### config.mk
export PLATFORM = sky130hd
export DESIGN_NAME = pipeline_hazard_ctrl
export DESIGN_NICKNAME = d
export VERILOG_FILES = /design/src/rtl/pipeline_hazard_ctrl_pkg.sv /design/src/rtl/pipeline_hazard_ctrl_hazard_detect.sv /design/src/rtl/pipeline_hazard_ctrl.sv
export SDC_FILE = /design/constraint.sdc
export NUM_CORES = 1
export LEC_CHECK = 0
export CAP_MARGIN = 20
export CORE_MARGIN = 4
export CORE_UTILIZATION = 37
export CTS_CLUSTER_DIAMETER = 200
export DETAILED_ROUTE_END_ITERATION = 10
export GPL_TIMING_DRIVEN = 0
export PLACE_DENSITY = 0.81
export SYNTH_ARGS = -nofsm -noshare
export SYNTH_HDL_FRONTEND = slang
export SYNTH_SLANG_ARGS = --single-unit
### constraint.sdc
create_clock -name clock -period 3.8 [get_ports clock]
set_input_delay 1.14 -clock clock [delete_from_list [all_inputs] [get_ports clock]]
set_output_delay 1.14 -clock clock [all_outputs]
set_load 0.1 [all_outputs]
### src/rtl/pipeline_hazard_ctrl_pkg.sv
// Shared instruction-format constants for the pipeline control path.
// The decode stage imports the same opcode and field definitions.
package pipeline_hazard_ctrl_pkg;

    localparam logic [4:0] OP_RTYPE = 5'b00000;
    localparam logic [4:0] OP_BNE   = 5'b00010;
    localparam logic [4:0] OP_JR    = 5'b00100;
    localparam logic [4:0] OP_BLT   = 5'b00110;
    localparam logic [4:0] OP_SW    = 5'b00111;
    localparam logic [4:0] OP_LW    = 5'b01000;

    localparam logic [4:0] ALU_MULT = 5'b00110;
    localparam logic [4:0] ALU_DIV  = 5'b00111;

    localparam int OPC_LSB   = 27;
    localparam int RD_LSB    = 22;
    localparam int RS_LSB    = 17;
    localparam int RT_LSB    = 12;
    localparam int ALUOP_LSB = 2;

    typedef enum logic {
        ST_RUN,
        ST_MD_WAIT
    } hz_state_t;

    function automatic logic [4:0] ir_field(input logic [31:0] ir, input int lsb);
        return ir[lsb +: 5];
    endfunction

endpackage

### src/rtl/pipeline_hazard_ctrl_hazard_detect.sv
// Combinational hazard classification of the F/D and D/X instructions:
// mult/div in D/X and load-use dependencies between D/X and F/D.
module pipeline_hazard_ctrl_hazard_detect
    import pipeline_hazard_ctrl_pkg::*;
(
    input  logic [31:0] fd_ir,
    input  logic [31:0] dx_ir,
    output logic        is_mult,
    output logic        is_div,
    output logic        dx_is_lw,
    output logic        load_use
);

    logic [4:0] fd_op;
    logic [4:0] fd_rd;
    logic [4:0] fd_rs;
    logic [4:0] fd_rt;
    logic [4:0] dx_op;
    logic [4:0] dx_rd;
    logic [4:0] dx_alu;
    logic       dx_rtype;
    logic       fd_reads_rd;
    logic       unused_fields;

    assign fd_op  = ir_field(fd_ir, OPC_LSB);
    assign fd_rd  = ir_field(fd_ir, RD_LSB);
    assign fd_rs  = ir_field(fd_ir, RS_LSB);
    assign fd_rt  = ir_field(fd_ir, RT_LSB);
    assign dx_op  = ir_field(dx_ir, OPC_LSB);
    assign dx_rd  = ir_field(dx_ir, RD_LSB);
    assign dx_alu = ir_field(dx_ir, ALUOP_LSB);

    assign dx_rtype = (dx_op == OP_RTYPE);
    assign is_mult  = dx_rtype && (dx_alu == ALU_MULT);
    assign is_div   = dx_rtype && (dx_alu == ALU_DIV);
    assign dx_is_lw = (dx_op == OP_LW);

    // Stores, compare-branches and jr read their rd field as a source operand.
    assign fd_reads_rd = (fd_op == OP_SW) || (fd_op == OP_BNE) ||
                         (fd_op == OP_BLT) || (fd_op == OP_JR);

    assign load_use = dx_is_lw && (dx_rd != 5'd0) &&
                      ((dx_rd == fd_rs) ||
                       ((fd_op == OP_RTYPE) && (dx_rd == fd_rt)) ||
                       (fd_reads_rd && (dx_rd == fd_rd)));

    assign unused_fields = ^{fd_ir[11:0], dx_ir[21:7], dx_ir[1:0]};

endmodule

### src/rtl/pipeline_hazard_ctrl.sv
// Central stall/flush controller: latch enables, bubble insertion,
// mult/div start/wait/timeout sequencing and a saturating stall counter.
module pipeline_hazard_ctrl
    import pipeline_hazard_ctrl_pkg::*;
#(
    parameter int MD_TIMEOUT = 40,
    parameter int CNT_W      = 32
) (
    input  logic             clock,
    input  logic             reset,
    input  logic [31:0]      fd_ir,
    input  logic [31:0]      dx_ir,
    input  logic             branch_taken,
    input  logic             md_ready,
    input  logic             md_exception_in,
    output logic             pc_enable,
    output logic             fd_enable,
    output logic             dx_enable,
    output logic             fd_nop_sel,
    output logic             dx_nop_sel,
    output logic             xm_nop_sel,
    output logic             md_ctrl_mult,
    output logic             md_ctrl_div,
    output logic             md_timeout,
    output logic [CNT_W-1:0] stall_count
);

    localparam int WAIT_W = (MD_TIMEOUT > 1) ? $clog2(MD_TIMEOUT) : 1;
    localparam logic [WAIT_W-1:0] WAIT_LAST = WAIT_W'(MD_TIMEOUT - 1);

    hz_state_t         state;
    hz_state_t         next_state;
    logic [WAIT_W-1:0] wait_cnt;
    logic [WAIT_W-1:0] next_wait_cnt;
    logic              set_timeout;
    logic              is_mult;
    logic              is_div;
    logic              dx_is_lw;
    logic              load_use;
    logic              unused_inputs;

    // The div-by-zero flag travels with the result through the datapath.
    assign unused_inputs = md_exception_in;

    pipeline_hazard_ctrl_hazard_detect u_detect (
        .fd_ir    (fd_ir),
        .dx_ir    (dx_ir),
        .is_mult  (is_mult),
        .is_div   (is_div),
        .dx_is_lw (dx_is_lw),
        .load_use (load_use)
    );

    always_comb begin
        next_state    = state;
        next_wait_cnt = wait_cnt;
        set_timeout   = 1'b0;
        pc_enable     = 1'b1;
        fd_enable     = 1'b1;
        dx_enable     = 1'b1;
        fd_nop_sel    = 1'b0;
        dx_nop_sel    = 1'b0;
        xm_nop_sel    = 1'b0;
        md_ctrl_mult  = 1'b0;
        md_ctrl_div   = 1'b0;
        // Outputs read as idle while reset is held, whatever sits in the latches.
        if (!reset) begin
            unique case (state)
                ST_RUN: begin
                    if (is_mult || is_div) begin
                        md_ctrl_mult  = is_mult;
                        md_ctrl_div   = is_div;
                        pc_enable     = 1'b0;
                        fd_enable     = 1'b0;
                        dx_enable     = 1'b0;
                        xm_nop_sel    = 1'b1;
                        next_state    = ST_MD_WAIT;
                        next_wait_cnt = '0;
                    end else if (branch_taken && !dx_is_lw) begin
                        fd_nop_sel = 1'b1;
                        dx_nop_sel = 1'b1;
                    end else if (load_use) begin
                        pc_enable  = 1'b0;
                        fd_enable  = 1'b0;
                        dx_nop_sel = 1'b1;
                    end
                end
                ST_MD_WAIT: begin
                    if (md_ready) begin
                        next_state = ST_RUN;
                    end else if (wait_cnt == WAIT_LAST) begin
                        set_timeout = 1'b1;
                        next_state  = ST_RUN;
                    end else begin
                        pc_enable     = 1'b0;
                        fd_enable     = 1'b0;
                        dx_enable     = 1'b0;
                        xm_nop_sel    = 1'b1;
                        next_wait_cnt = wait_cnt + WAIT_W'(1);
                    end
                end
            endcase
        end
    end

    always_ff @(posedge clock or posedge reset) begin
        if (reset) begin
            state       <= ST_RUN;
            wait_cnt    <= '0;
            md_timeout  <= 1'b0;
            stall_count <= '0;
        end else begin
            state    <= next_state;
            wait_cnt <= next_wait_cnt;
            if (set_timeout) begin
                md_timeout <= 1'b1;
            end
            if (!pc_enable && (stall_count != {CNT_W{1'b1}})) begin
                stall_count <= stall_count + CNT_W'(1);
            end
        end
    end

endmodule
==> impl_results.md <==
* Type of origin of the critical path: input port
* Chip Width at 87.5 microns
* Via/cell ratio at 5.31
* Mapped Area at 2340 sq um
* Final setup fails at 2
* Number of distinct library cells after synthesis at 45
* Pre-CTS WS at -1.59 ns
* Syn Nets at 305
* FF+latch area at 1000 sq um
* Share of layout cells above drive strength 1 at 22.7%
* Final #Nets at 400
* Flop pwr share at 46.7%
* Multi-input gate area at 1380 sq um
* Mapped Cells at 234
* Starting Density at 38.8%
* IO Count at 110
* Seq cells post-synth at 40
* Cts bufs inserted at 5
* Leakage at 0.00155 uW
* CTS root buffer: clkbuf_8
* Core area at 6030 sq um
* Placed insts at 388
* Yosys top cell area share at 42.8%
* Pin count of the biggest net entering global routing at 41
* Layout Skew at 0.00464 ns
* YS warnings at 0
* Antenna Nets Post-Route at 0
* CP Capture Type: output pin
* Fin crit share at 104%
* Die ar. at 7660 sq um
* Port bufs at 79
* Sw Pwr at 211 uW
* Post-DP HPWL at 4.51 mm
* Switching Share at 23.1%
* Total Routing Usage GR at 16.5%
* Dominant cells by area after synthesis: dfrtp_1 (43%), xnor2_1 (9.7%), xor2_1 (7.1%)
* PwrDens at 261 nW/um^2
* Final wirelength at 6.15 mm
* Comb pwr share at 11.2%
* Data arrival, critical path at 2.80 ns
* Async set-reset flop share out of synthesis at 100%
* CP Max Fanout at 3
* Sequential fraction of the synthesis area at 42.8%
* DRT iter0 DRCs at 79
* Min-Delay Path Class: reg2reg
* Min cycle time layout at 3.94 ns
* CTS Buffer Depth at 2
* 1st-pass router iterations at 4
* Via count at 2152
* Syn Area/Cell at 9.99 sq um
* Required time worst endpoint at 2.66 ns
* Number of diodes at 0
* Least-Margin Pin Slew at 0.996 ns
* Layout Utilization at 58.4%
* Final Slew Violations at 0
* Fillers at 532
* Status: finished, violations left
* Clk_lat worst skew at 0.29 ns
* Synth top cells by count: dfrtp_1 (40), xnor2_1 (26), nand2_1 (19), xor2_1 (19)
* Yosys top cell by area: dfrtp_1
* Vias in the first global route at 2196
* WL/cell at 15.2 microns
* VDD IR max at 0.000196 V
* Clock Power Share at 42.0%
* Std cell rows at 28
* Final worst slack at -0.139 ns
* Slew headroom at 33.4%
* RSZ-0062 raised after global routing: true
* Clock sink count at 40
* Clk pin slew, worst setup/hold paths at 0.08 ns
* Hold Fails Final Rpt at 0
* Final std cells w/o fill at 405
* Clock tree from TritonCTS: done
* Failing checks: setup timing
* P_int at 705 uW
* Area grow syn2layout at 50.4%
* Final total negative setup slack at -0.188 ns
* Crit Path Category: in2out
* Global-route wire length before repair at 10.0 mm
* Cell Area, Placed at 3280 sq um
* Final instance area at 3520 sq um
* Post-synth top flop: dfrtp_1
* Most numerous cell in the Yosys netlist: dfrtp_1
* Post-synth EDFFs at 0
* H-tree Lvls at 2
* DR DRC count at 0
* GRT Residual Overflow at 0
* Final GP Congestion at 0.800
* Die Y at 87.5 microns
* F_max at 254 MHz
* Max cap viols at 0
* Antenna violations before repair at 0
-- state kept, by name, indices dropped and copies added, names as in the netlist --
signal	count
md_timeout	1
stall_count	32
state	1
wait_cnt	6
-- worst max-delay path: stages --
cell,delay (ns)
buf_8,0.10
or3b_4,0.41
a21oi_4,0.16
a31oi_4,0.05
a221o_1,0.34
a31oi_4,0.20
clkinv_4,0.11
buf_12,0.13
buf_12,0.15
-- through the flow --
stage	power [uW]	hold WS, ns
2_1_floorplan	480	0.506
3_3_place_gp	536	0.466
3_5_place_dp	539	0.462
4_1_cts	922	0.489
5_1_grt	942	0.520
6_report	916	0.485
-- cell families (layout without fill, tap and decap cells) --
| group | Yosys count | count (layout) | synth area share (%) |
|---|---|---|---|
| buffers and inverters | 13 | 109 | 3.00 |
| AND/OR/NAND/NOR | 111 | 111 | 27.7 |
| flip-flops | 40 | 40 | 42.8 |
| XOR/XNOR | 46 | 46 | 17.5 |
| multiplexers | 2 | 2 | 0.963 |
| AO/OA/AOI/OAI | 20 | 20 | 6.90 |
| adder cells (fa/ha/maj) | 2 | 2 | 1.07 |
-- power by group through the flow --
stage	registers, uW	clock network [uW]	logic, uW
final	428	385	103
after global placement	437	0	99.4
after CTS	428	392	102
after floorplan	442	0	38.5
after detailed placement	437	0	102
after global routing	429	402	111
-- what timing repair did --
item                       in CTS  in global routing
buffers inserted                5                  5
hold buffers                    0                  0
resized for setup             112                 25
gates cloned                    0                  0
setup endpoints to repair       8                  8
pin swaps                      19                  5
-- final timing paths --
| kind | from | slack (ns) | cells after the start | endpoint |
|---|---|---|---|---|
| max | reset | -0.14 | 9 | pc_enable |
| min | md_timeout | 0.48 | 1 | md_timeout |
| max reg2reg | wait_cnt[0] | 0.89 | 11 | stall_count[10] |
| min reg2reg | md_timeout | 0.48 | 1 | md_timeout |
| max in group asynchronous | reset | 2.13 | 3 | stall_count[25] |
| min in group asynchronous | reset | 1.13 | 3 | wait_cnt[1] |
-- layer usage --
metal,track usage (%),vias to the layer above,share of wire (%)
met1,19.5,1012,42
met4,6.42,0,2.2
met3,4.07,15,7.9
met2,28.6,87,48
met5,0,-,0
li1,-,1038,-
-- placed cells by master (no fill, tap or decap), types with 3 or more instances in the layout --
| master | count |
|---|---|
| clkbuf_8 | 7 |
| dlymetal6s2s_1 | 3 |
| nand3_1 | 17 |
| nor3_2 | 3 |
| o21ai_0 | 3 |
| a22o_1 | 3 |
| dlygate4sd2_1 | 16 |
| nor2_1 | 10 |
| dfrtp_1 | 40 |
| and4_1 | 3 |
| nand4_1 | 17 |
| buf_6 | 4 |
| nor3_1 | 6 |
| clkbuf_2 | 3 |
| and3_1 | 9 |
| a21o_1 | 3 |
| xor2_1 | 18 |
| nand2_1 | 19 |
| xnor2_1 | 26 |
| buf_4 | 12 |
| buf_12 | 3 |
| nor4_2 | 7 |
| buf_2 | 9 |
| clkdlybuf4s50_1 | 40 |
-- area by class of cell --
class                   instances  area share [%]
inverters                       5           0.783
multi-input cells             181            39.2
repair buffers                 89            23.7
clock buffers                   7            2.74
plain buffers                   7            1.60
flip-flops and latches         40            28.5
well taps                      75            2.67
clock inverters                 1           0.854
Note: power is estimated with default switching activity, not from simulation.
